$ cat src/rtl/rv_fetch_pkg.sv
// Shared types and constants for the instruction fetch stage.
// Holds the fetch FSM encoding, datapath widths and the fetch-buffer entry layout.
package rv_fetch_pkg;

    localparam int unsigned XLEN = 32;
    localparam int unsigned ILEN = 32;

    localparam logic [XLEN-1:0] PC_STEP    = 32'd4;
    localparam logic [1:0]      FIFO_DEPTH = 2'd2;

    typedef enum logic [1:0] {
        IDLE = 2'd0,
        RUN  = 2'd1,
        HALT = 2'd2
    } fetch_state_t;

    typedef struct packed {
        logic [ILEN-1:0] instr;
        logic [XLEN-1:0] pc;
    } fetch_entry_t;

    function automatic logic is_misaligned(input logic [XLEN-1:0] addr);
        return addr[1:0] != 2'b00;
    endfunction

endpackage

$ cat src/rtl/fetch_fifo.sv
// Two-entry fetch buffer of {instr, pc} with push, pop and flush.
// The head entry is always in head_q so the outputs need no read mux.
module fetch_fifo
    import rv_fetch_pkg::*;
(
    input  logic            clk,
    input  logic            reset,
    input  logic            push_i,
    input  logic            pop_i,
    input  logic            flush_i,
    input  logic [ILEN-1:0] instr_i,
    input  logic [XLEN-1:0] pc_i,
    output logic [1:0]      count_o,
    output logic [ILEN-1:0] head_instr_o,
    output logic [XLEN-1:0] head_pc_o
);

    fetch_entry_t head_q, head_d;
    fetch_entry_t tail_q, tail_d;
    logic [1:0]   count_q, count_d;
    fetch_entry_t din;
    logic         push_ok;
    logic         pop_ok;

    assign din     = '{instr: instr_i, pc: pc_i};
    assign pop_ok  = pop_i && (count_q != 2'd0);
    assign push_ok = push_i && ((count_q != FIFO_DEPTH) || pop_ok);

    // Shift-style buffer: a pop moves the tail into the head slot.
    always_comb begin
        head_d  = head_q;
        tail_d  = tail_q;
        count_d = count_q;
        if (flush_i) begin
            count_d = '0;
        end else begin
            case ({push_ok, pop_ok})
                2'b10: begin
                    if (count_q == 2'd0) head_d = din;
                    else                 tail_d = din;
                    count_d = count_q + 2'd1;
                end
                2'b01: begin
                    head_d  = tail_q;
                    count_d = count_q - 2'd1;
                end
                2'b11: begin
                    if (count_q == FIFO_DEPTH) begin
                        head_d = tail_q;
                        tail_d = din;
                    end else begin
                        head_d = din;
                    end
                end
                default: ;
            endcase
        end
    end

    always_ff @(posedge clk) begin
        if (reset) begin
            head_q  <= '0;
            tail_q  <= '0;
            count_q <= '0;
        end else begin
            head_q  <= head_d;
            tail_q  <= tail_d;
            count_q <= count_d;
        end
    end

    assign count_o      = count_q;
    assign head_instr_o = head_q.instr;
    assign head_pc_o    = head_q.pc;

endmodule

$ cat src/rtl/instruction_fetch.sv
// Instruction fetch stage: drives the PC to a combinational instruction memory and
// buffers fetched words for decode; execute-stage redirects flush and retarget the PC.
module instruction_fetch
    import rv_fetch_pkg::*;
#(
    parameter logic [31:0] RESET_PC = 32'h0000_0000
) (
    input  logic        clk,
    input  logic        reset,
    output logic [31:0] imem_addr,
    input  logic [31:0] imem_rdata,
    input  logic        redirect_valid,
    input  logic [31:0] redirect_pc,
    output logic        out_valid,
    input  logic        out_ready,
    output logic [31:0] out_instr,
    output logic [31:0] out_pc,
    output logic        misalign_fault
);

    if (RESET_PC[1:0] != 2'b00) begin : g_bad_reset_pc
        $error("instruction_fetch: RESET_PC must be word aligned");
    end

    fetch_state_t    state_q, state_d;
    logic [XLEN-1:0] pc_q, pc_d;
    logic            fault_q, fault_d;

    logic [1:0]      count;
    logic            redirect_take;
    logic            redirect_bad;
    logic            fetch_en;
    logic            pop;

    // State register
    always_ff @(posedge clk) begin
        if (reset) state_q <= IDLE;
        else       state_q <= state_d;
    end

    // Next-state logic
    always_comb begin
        state_d = state_q;
        case (state_q)
            IDLE:    state_d = RUN;
            RUN:     if (redirect_valid && is_misaligned(redirect_pc)) state_d = HALT;
            HALT:    state_d = HALT;
            default: state_d = IDLE;
        endcase
    end

    // Output / control logic; redirects outrank both push and pop.
    always_comb begin
        redirect_take = (state_q == RUN) && redirect_valid;
        redirect_bad  = redirect_take && is_misaligned(redirect_pc);
        fetch_en      = (state_q == RUN) && !redirect_valid && (count < FIFO_DEPTH);
        pop           = out_valid && out_ready && !redirect_take;
    end

    always_comb begin
        pc_d    = pc_q;
        fault_d = fault_q | redirect_bad;
        if (redirect_take) pc_d = redirect_pc;
        else if (fetch_en) pc_d = pc_q + PC_STEP;
    end

    always_ff @(posedge clk) begin
        if (reset) begin
            pc_q    <= RESET_PC;
            fault_q <= 1'b0;
        end else begin
            pc_q    <= pc_d;
            fault_q <= fault_d;
        end
    end

    fetch_fifo u_fifo (
        .clk          (clk),
        .reset        (reset),
        .push_i       (fetch_en),
        .pop_i        (pop),
        .flush_i      (redirect_take),
        .instr_i      (imem_rdata),
        .pc_i         (pc_q),
        .count_o      (count),
        .head_instr_o (out_instr),
        .head_pc_o    (out_pc)
    );

    assign imem_addr      = pc_q;
    assign out_valid      = (count != 2'd0);
    assign misalign_fault = fault_q;

endmodule

$ cat config.mk
export PLATFORM = sky130hd
export DESIGN_NAME = instruction_fetch
export DESIGN_NICKNAME = d
export VERILOG_FILES = /design/src/rtl/rv_fetch_pkg.sv /design/src/rtl/fetch_fifo.sv /design/src/rtl/instruction_fetch.sv
export SDC_FILE = /design/constraint.sdc
export NUM_CORES = 1
export LEC_CHECK = 0
export BUFFER_PORTS_ARGS = -buffer_cell sky130_fd_sc_hd__buf_2
export CAP_MARGIN = 20
export CORE_ASPECT_RATIO = 0.8
export CORE_MARGIN = 2
export CORE_UTILIZATION = 40
export CTS_CLUSTER_SIZE = 30
export DETAILED_ROUTE_END_ITERATION = 8
export SYNTH_ARGS = -nofsm -noshare
export SYNTH_HDL_FRONTEND = slang
export SYNTH_SLANG_ARGS = --single-unit
$ cat constraint.sdc
create_clock -name clk -period 3 [get_ports clk]
set_input_delay 0.45 -clock clk [delete_from_list [all_inputs] [get_ports clk]]
set_output_delay 0.45 -clock clk [all_outputs]
set_load 0.02 [all_outputs]
# Word-level counts from Yosys, hierarchy flattened
# Cells that the tools add are included.
# word_totals
reg_bits,165
wordCells,59
out_inout_bits,98
input_bits,68
# classes
reduce_logical,23
bitwise,2
addsub,3
muxes,11
eq_ne,11
order_cmp,1
# op_table
op,n
$mux 64,4
$pmux 64 s3,1
$pmux 64 s2,1
$mux 32,2
$add 32x3->32 const B,1
$reduce_bool 2->1,5
$logic_and 1x1->1,9
$eq 2x2->1 const B,4
$ne 2x2->1 const B,3
$pmux 2 s3,1
$eq 2x1->1 const B,2
$logic_not 2->1,2
$ne 2x1->1 const B,2
$pmux 2 s2,1
$reduce_and 4->1,1
$reduce_and 3->1,1
$reduce_bool 3->1,1
$add 2x1->2 const B,1
$logic_not 1->1,2
$lt 2x2->1 const B,1
$mux 2,1
$reduce_or 2->1,1
$sub 2x1->2 const B,1
$logic_or 1x1->1,1
2 further kinds,2

# Longest topological paths before layout
# logic_depth
word_depth,10
depth_mapped,9
ltp_nobuf,6

# Modules after synthesis
# A second synthesis with hierarchy kept.
# unflattened
hier_cells,971
area_unflattened_um2,9290.2
# modules_own_cells
module,n_inst,area_per_inst_um2,cells_each,seq_area_each_um2
fetch_fifo,1,7139.3,687,2602.5
instruction_fetch,1,2150.8,284,700.7

# Worst setup path before layout
# OpenSTA, ideal clock, no wires.
# synth_timing
path_kind,reg2reg
from,register pc_q[3] (netlist: imem_addr[3])
to,register pc_q[18] (netlist: imem_addr[18])
path_buffers,1
arrival_time_ns,2.148
period_less_slack_ns,2.239
required_time_ns,2.909
path_stages_with_launch,7
path_slack_ns,0.761
setup_ns,0.091
cell_sequence,dfxtp_1 > ha_1 > nand4bb_4 > or4_1 > buf_2 > or4_1 > a311oi_1
# synth_via
elab_chain_len,3
# synth_lines
element,line_no,rtl
"start, declared",instruction_fetch.sv:26,"logic [XLEN-1:0] pc_q, pc_d;"
"start signal, assigned",instruction_fetch.sv:72,pc_q <= pc_d;
$add 32x3->32,instruction_fetch.sv:64,else if (fetch_en) pc_d = pc_q + PC_STEP;
$mux 32,instruction_fetch.sv:64,
$mux 32,instruction_fetch.sv:63,if (redirect_take) pc_d = redirect_pc;
# No other way between the ends. The select of a mux whose other input is x is not followed.
# A chain may end at the register's enable or synchronous reset.

# Worst setup path in the final report
# layout_timing
from,register state_q[1]
to,register pc_q[19] (netlist: imem_addr[19])
# layout_via
elab_chain_len,4
word_cells_on_any_way,6
classes_between,eq/ne: 1; mux: 1; reduce/logical: 4
# layout_lines
element,line_no,rtl
"start, declared",instruction_fetch.sv:25,"fetch_state_t state_q, state_d;"
"start signal, assigned",instruction_fetch.sv:38,else state_q <= state_d;
$eq 2x1->1 *,"instruction_fetch.sv:54, instruction_fetch.sv:56",
$logic_and 1x1->1 (2 in a row),instruction_fetch.sv:56,fetch_en = (state_q == RUN) && !redirect_valid && (count < FIFO_DEPTH);
$reduce_bool 2->1 (no source line),-,
# Every way passes the cells marked *; elsewhere a longest branch is shown, timed or not.

==> impl_summary.txt <==
----------------------------------------------------
[Pwr]
  Power density normalized to cell area ... 950 nW/µm²
  Worst supply voltage drop on vdd ... about 0.00053 V
  Leakage component of the power ... approximately 0.0032 µW

[Floorplanning]
  Area of the core ... 17400 µm²
  Floorplan die height ... about 120 µm
  Std-Cell Rows ... 43
  Die Span X ... 154 µm
  Initial Util ... between 40% and 50%
  Die Area ... 19000 µm²
  Count of boundary I/O pins ... between 150 and 200

[CTS]
  Post-CTS resize count ... 0
  Number of buffers inserted by hold repair at cts ... 0
  Post-CTS Setup Inserts ... 0
  # clock sinks ... 165
  Clock latency on the worst-skew pair ... roughly 0.43 ns
  CTS H-tree lvls ... 4
  CTS tree ... built
  Number of buffers created by CTS ... 17
  Root Buffer ... sky130_fd_sc_hd__clkbuf_16
  Buffer depth of the longest clock path ... 2
  Clock transition at the registers of the reported paths ... approximately 0.070 ns

[Placement]
  Routability congestion estimate from global placement ... around 0.8
  HPWL reported at the end of detailed placement ... 12300 µm
  Cell Area, Placed ... roughly 8200 µm²
  Quantity of I/O buffers inserted on ports ... 165

[Worst hold path]
  Min-Delay Path Class ... input pin to register

[Yosys]
  Number of unique standard cell types used by synthesis ... 47
  Synthesis Warnings ... 0
  Cell count after synthesis ... roughly 850
  FF+latch count, synth ... around 170
  Post-synth EDFFs ... 0
  Synth async-reset ratio ... 0%
  Area of the mapped netlist ... 7160 µm²
  Synthesized area divided by synthesized cell count ... 8.39 µm²
  Post-synth top flop ... sky130_fd_sc_hd__dfxtp_1
  Proportion of synthesized chip area in sequential cells ... 46.1%
  Post-synth net total ... 925

[Worst setup path]
  Kind of critical path ... register to register
  Kind of start point of the critical path ... register
  Max Fanout on Critical Path ... 13
  CP Capture Type ... register
  WP data required ... 3.35 ns
  Worst endpoint data arrival time ... roughly 2.9 ns

[STA]
  Maximum clock frequency ... approximately 400 MHz
  Setup Skew ... 0.00965 ns
  Time the worst path needs with I/O delays and setup ... approximately 2.5 ns
  Max transition margin ... 63.0%
  Setup TNS ... 0 ns
  Number of setup violations in the final report ... 0
  Final hold violation count ... 0
  Portion of the clock cycle consumed by the worst path in the final layout ... a little over four fifths
  Worst slew pin tran ... 0.549 ns
  Unrepaired setup endpoints after global routing ... false
  Count of final max-slew check failures ... 0

[Drt]
  Vias per std cell ... 5.22
  Antenna-violating nets left ... 0
  DR vias ... 6367
  Drc violations ... 0
  Routed wire length per instance ... 15.2 µm
  Detailed Route Iter0 Violations ... 470
  First-pass DRT Iterations ... 5
  Routed wire length ... 18500 µm

[Finish]
  Layout net count ... 1052
  Post-route cell area ... 8770 µm²
  Highest-count cells in the layout ignoring fill and taps ... sky130_fd_sc_hd__dfxtp_1, sky130_fd_sc_hd__buf_2, sky130_fd_sc_hd__nand2_1, sky130_fd_sc_hd__nor2_1, sky130_fd_sc_hd__a211oi_1
  Layout Area Growth over Synthesis ... 22.4%
  Diode count ... 0
  Commonest non-fill, non-tap cell in the layout ... sky130_fd_sc_hd__dfxtp_1
  Layout cells sized above 1 ... between 20% and 30%
  Fill cells ... 1734

[Global routing]
  Initial antenna violation count ... 0
  Vias in the first global route ... 5518
  Maximum number of pins on one net before global-route repair ... about 100
  GRT overflow ... 0
  Total routing usage reported by global routing ... between 10% and 20%
  Wire length of the first global-routing pass ... 29400 µm

[Outcome]
  Result of the run ... completed

[Flow run]
  Max capacitance violation total ... 0

----------------------------------------------------
==> routing by layer <==
metal / wire [µm] / global-route usage [%] / part of all wire [%]
met1: 9140 / 27.8 / 49
met2: 8110 / 28.9 / 44
met3: 1070 / 4.42 / 5.7
met4: 207 / 5.68 / 1.1
met5: 0 / 0 / 0
==> flip-flops by register name (all words and copies together) (netlist names) <==
name / cells
u_fifo.head_instr_o: 32
u_fifo.count_o: 2
u_fifo.head_pc_o: 32
misalign_fault: 1
u_fifo.tail_q: 64
imem_addr: 32
state_q: 2
==> critical path: stages, from the launching register on <==
cell and delay [ns]:
sky130_fd_sc_hd__dfxtp_1 0.31, sky130_fd_sc_hd__inv_1 0.07, sky130_fd_sc_hd__ha_1 0.40, sky130_fd_sc_hd__or3b_1 0.41, sky130_fd_sc_hd__or4_1 0.60, sky130_fd_sc_hd__or4_1 0.49, sky130_fd_sc_hd__a31oi_1 0.16
==> power breakdown <==
| part | internal [µW] | total, µW | switching (µW) | leakage [µW] |
|---|---|---|---|---|
| logic | 1090 | 2990 | 1900 | 0.00159 |
| registers | 2740 | 3160 | 424 | 0.00134 |
| clock network | 1230 | 2180 | 946 | 0.000277 |
| total | 5060 | 8330 | 3270 | 0.00321 |
==> final timing paths <==
kind,startpoint,endpoint,slack [ns],cells past startpoint
worst min-delay path,imem_rdata[5],u_fifo.tail_q[37],0.27,3
worst min register to register,u_fifo.tail_q[6],u_fifo.tail_q[6],0.45,2
worst max register to register,state_q[1],imem_addr[19],0.49,6
worst max-delay path,state_q[1],imem_addr[19],0.49,6
==> Yosys cell counts, types with 8 or more instances <==
cell                       count  area share (%)
sky130_fd_sc_hd__a21oi_1      72             5.0
sky130_fd_sc_hd__nor4_1       20             1.7
sky130_fd_sc_hd__clkbuf_1     49             2.6
sky130_fd_sc_hd__or3_1         9            0.79
sky130_fd_sc_hd__a211oi_1     77             8.1
sky130_fd_sc_hd__mux2i_1      64             8.9
sky130_fd_sc_hd__a311oi_1      9             1.1
sky130_fd_sc_hd__nand3_1      10            0.70
sky130_fd_sc_hd__nand2_1     157             8.2
sky130_fd_sc_hd__nor2_1       99             5.2
sky130_fd_sc_hd__dfxtp_1     165              46
sky130_fd_sc_hd__o21ai_0       8            0.56
sky130_fd_sc_hd__nand4_1      12             1.0
sky130_fd_sc_hd__buf_2        21             1.5
sky130_fd_sc_hd__nor3_1       12            0.84
==> area by class of cell <==
type                            instances  area, µm²  share of cell area [%]
Clock buffer                           18        429                    4.89
Clock inverter                         14        150                    1.71
Inverter                                6       22.5                   0.257
Multi-Input combinational cell        608       3550                    40.5
Sequential cell                       165       3300                    37.7
Tap cell                              225        282                    3.21
Timing Repair Buffer                  183       1030                    11.7
==> stage by stage <==
stage	hold slack, ns	instances	util (%)	setup slack, ns	total power (µW)
5_1_grt	0.256	1219	50.3	0.337	8850
4_1_cts	0.252	1219	50.3	0.473	8420
3_3_place_gp	0.441	1187	47.0	0.536	6210
3_5_place_dp	0.446	1187	47.0	0.495	6240
2_1_floorplan	0.436	854	-	0.761	5260
6_report	0.265	1219	50.3	0.490	8330
==> cell families after synthesis <==
logic type / count (synthesis) / synth area share (%)
muxes: 65 / 9.10
DFF: 165 / 46.1
xor gates and xnor gates: 6 / 0.733
buffers and inverters: 81 / 4.65
and+or+nand+nor: 355 / 22.7
AOI/OAI and AO/OA: 179 / 16.2
adders and majority gates: 3 / 0.524
Power figures use the tool's default switching activity.
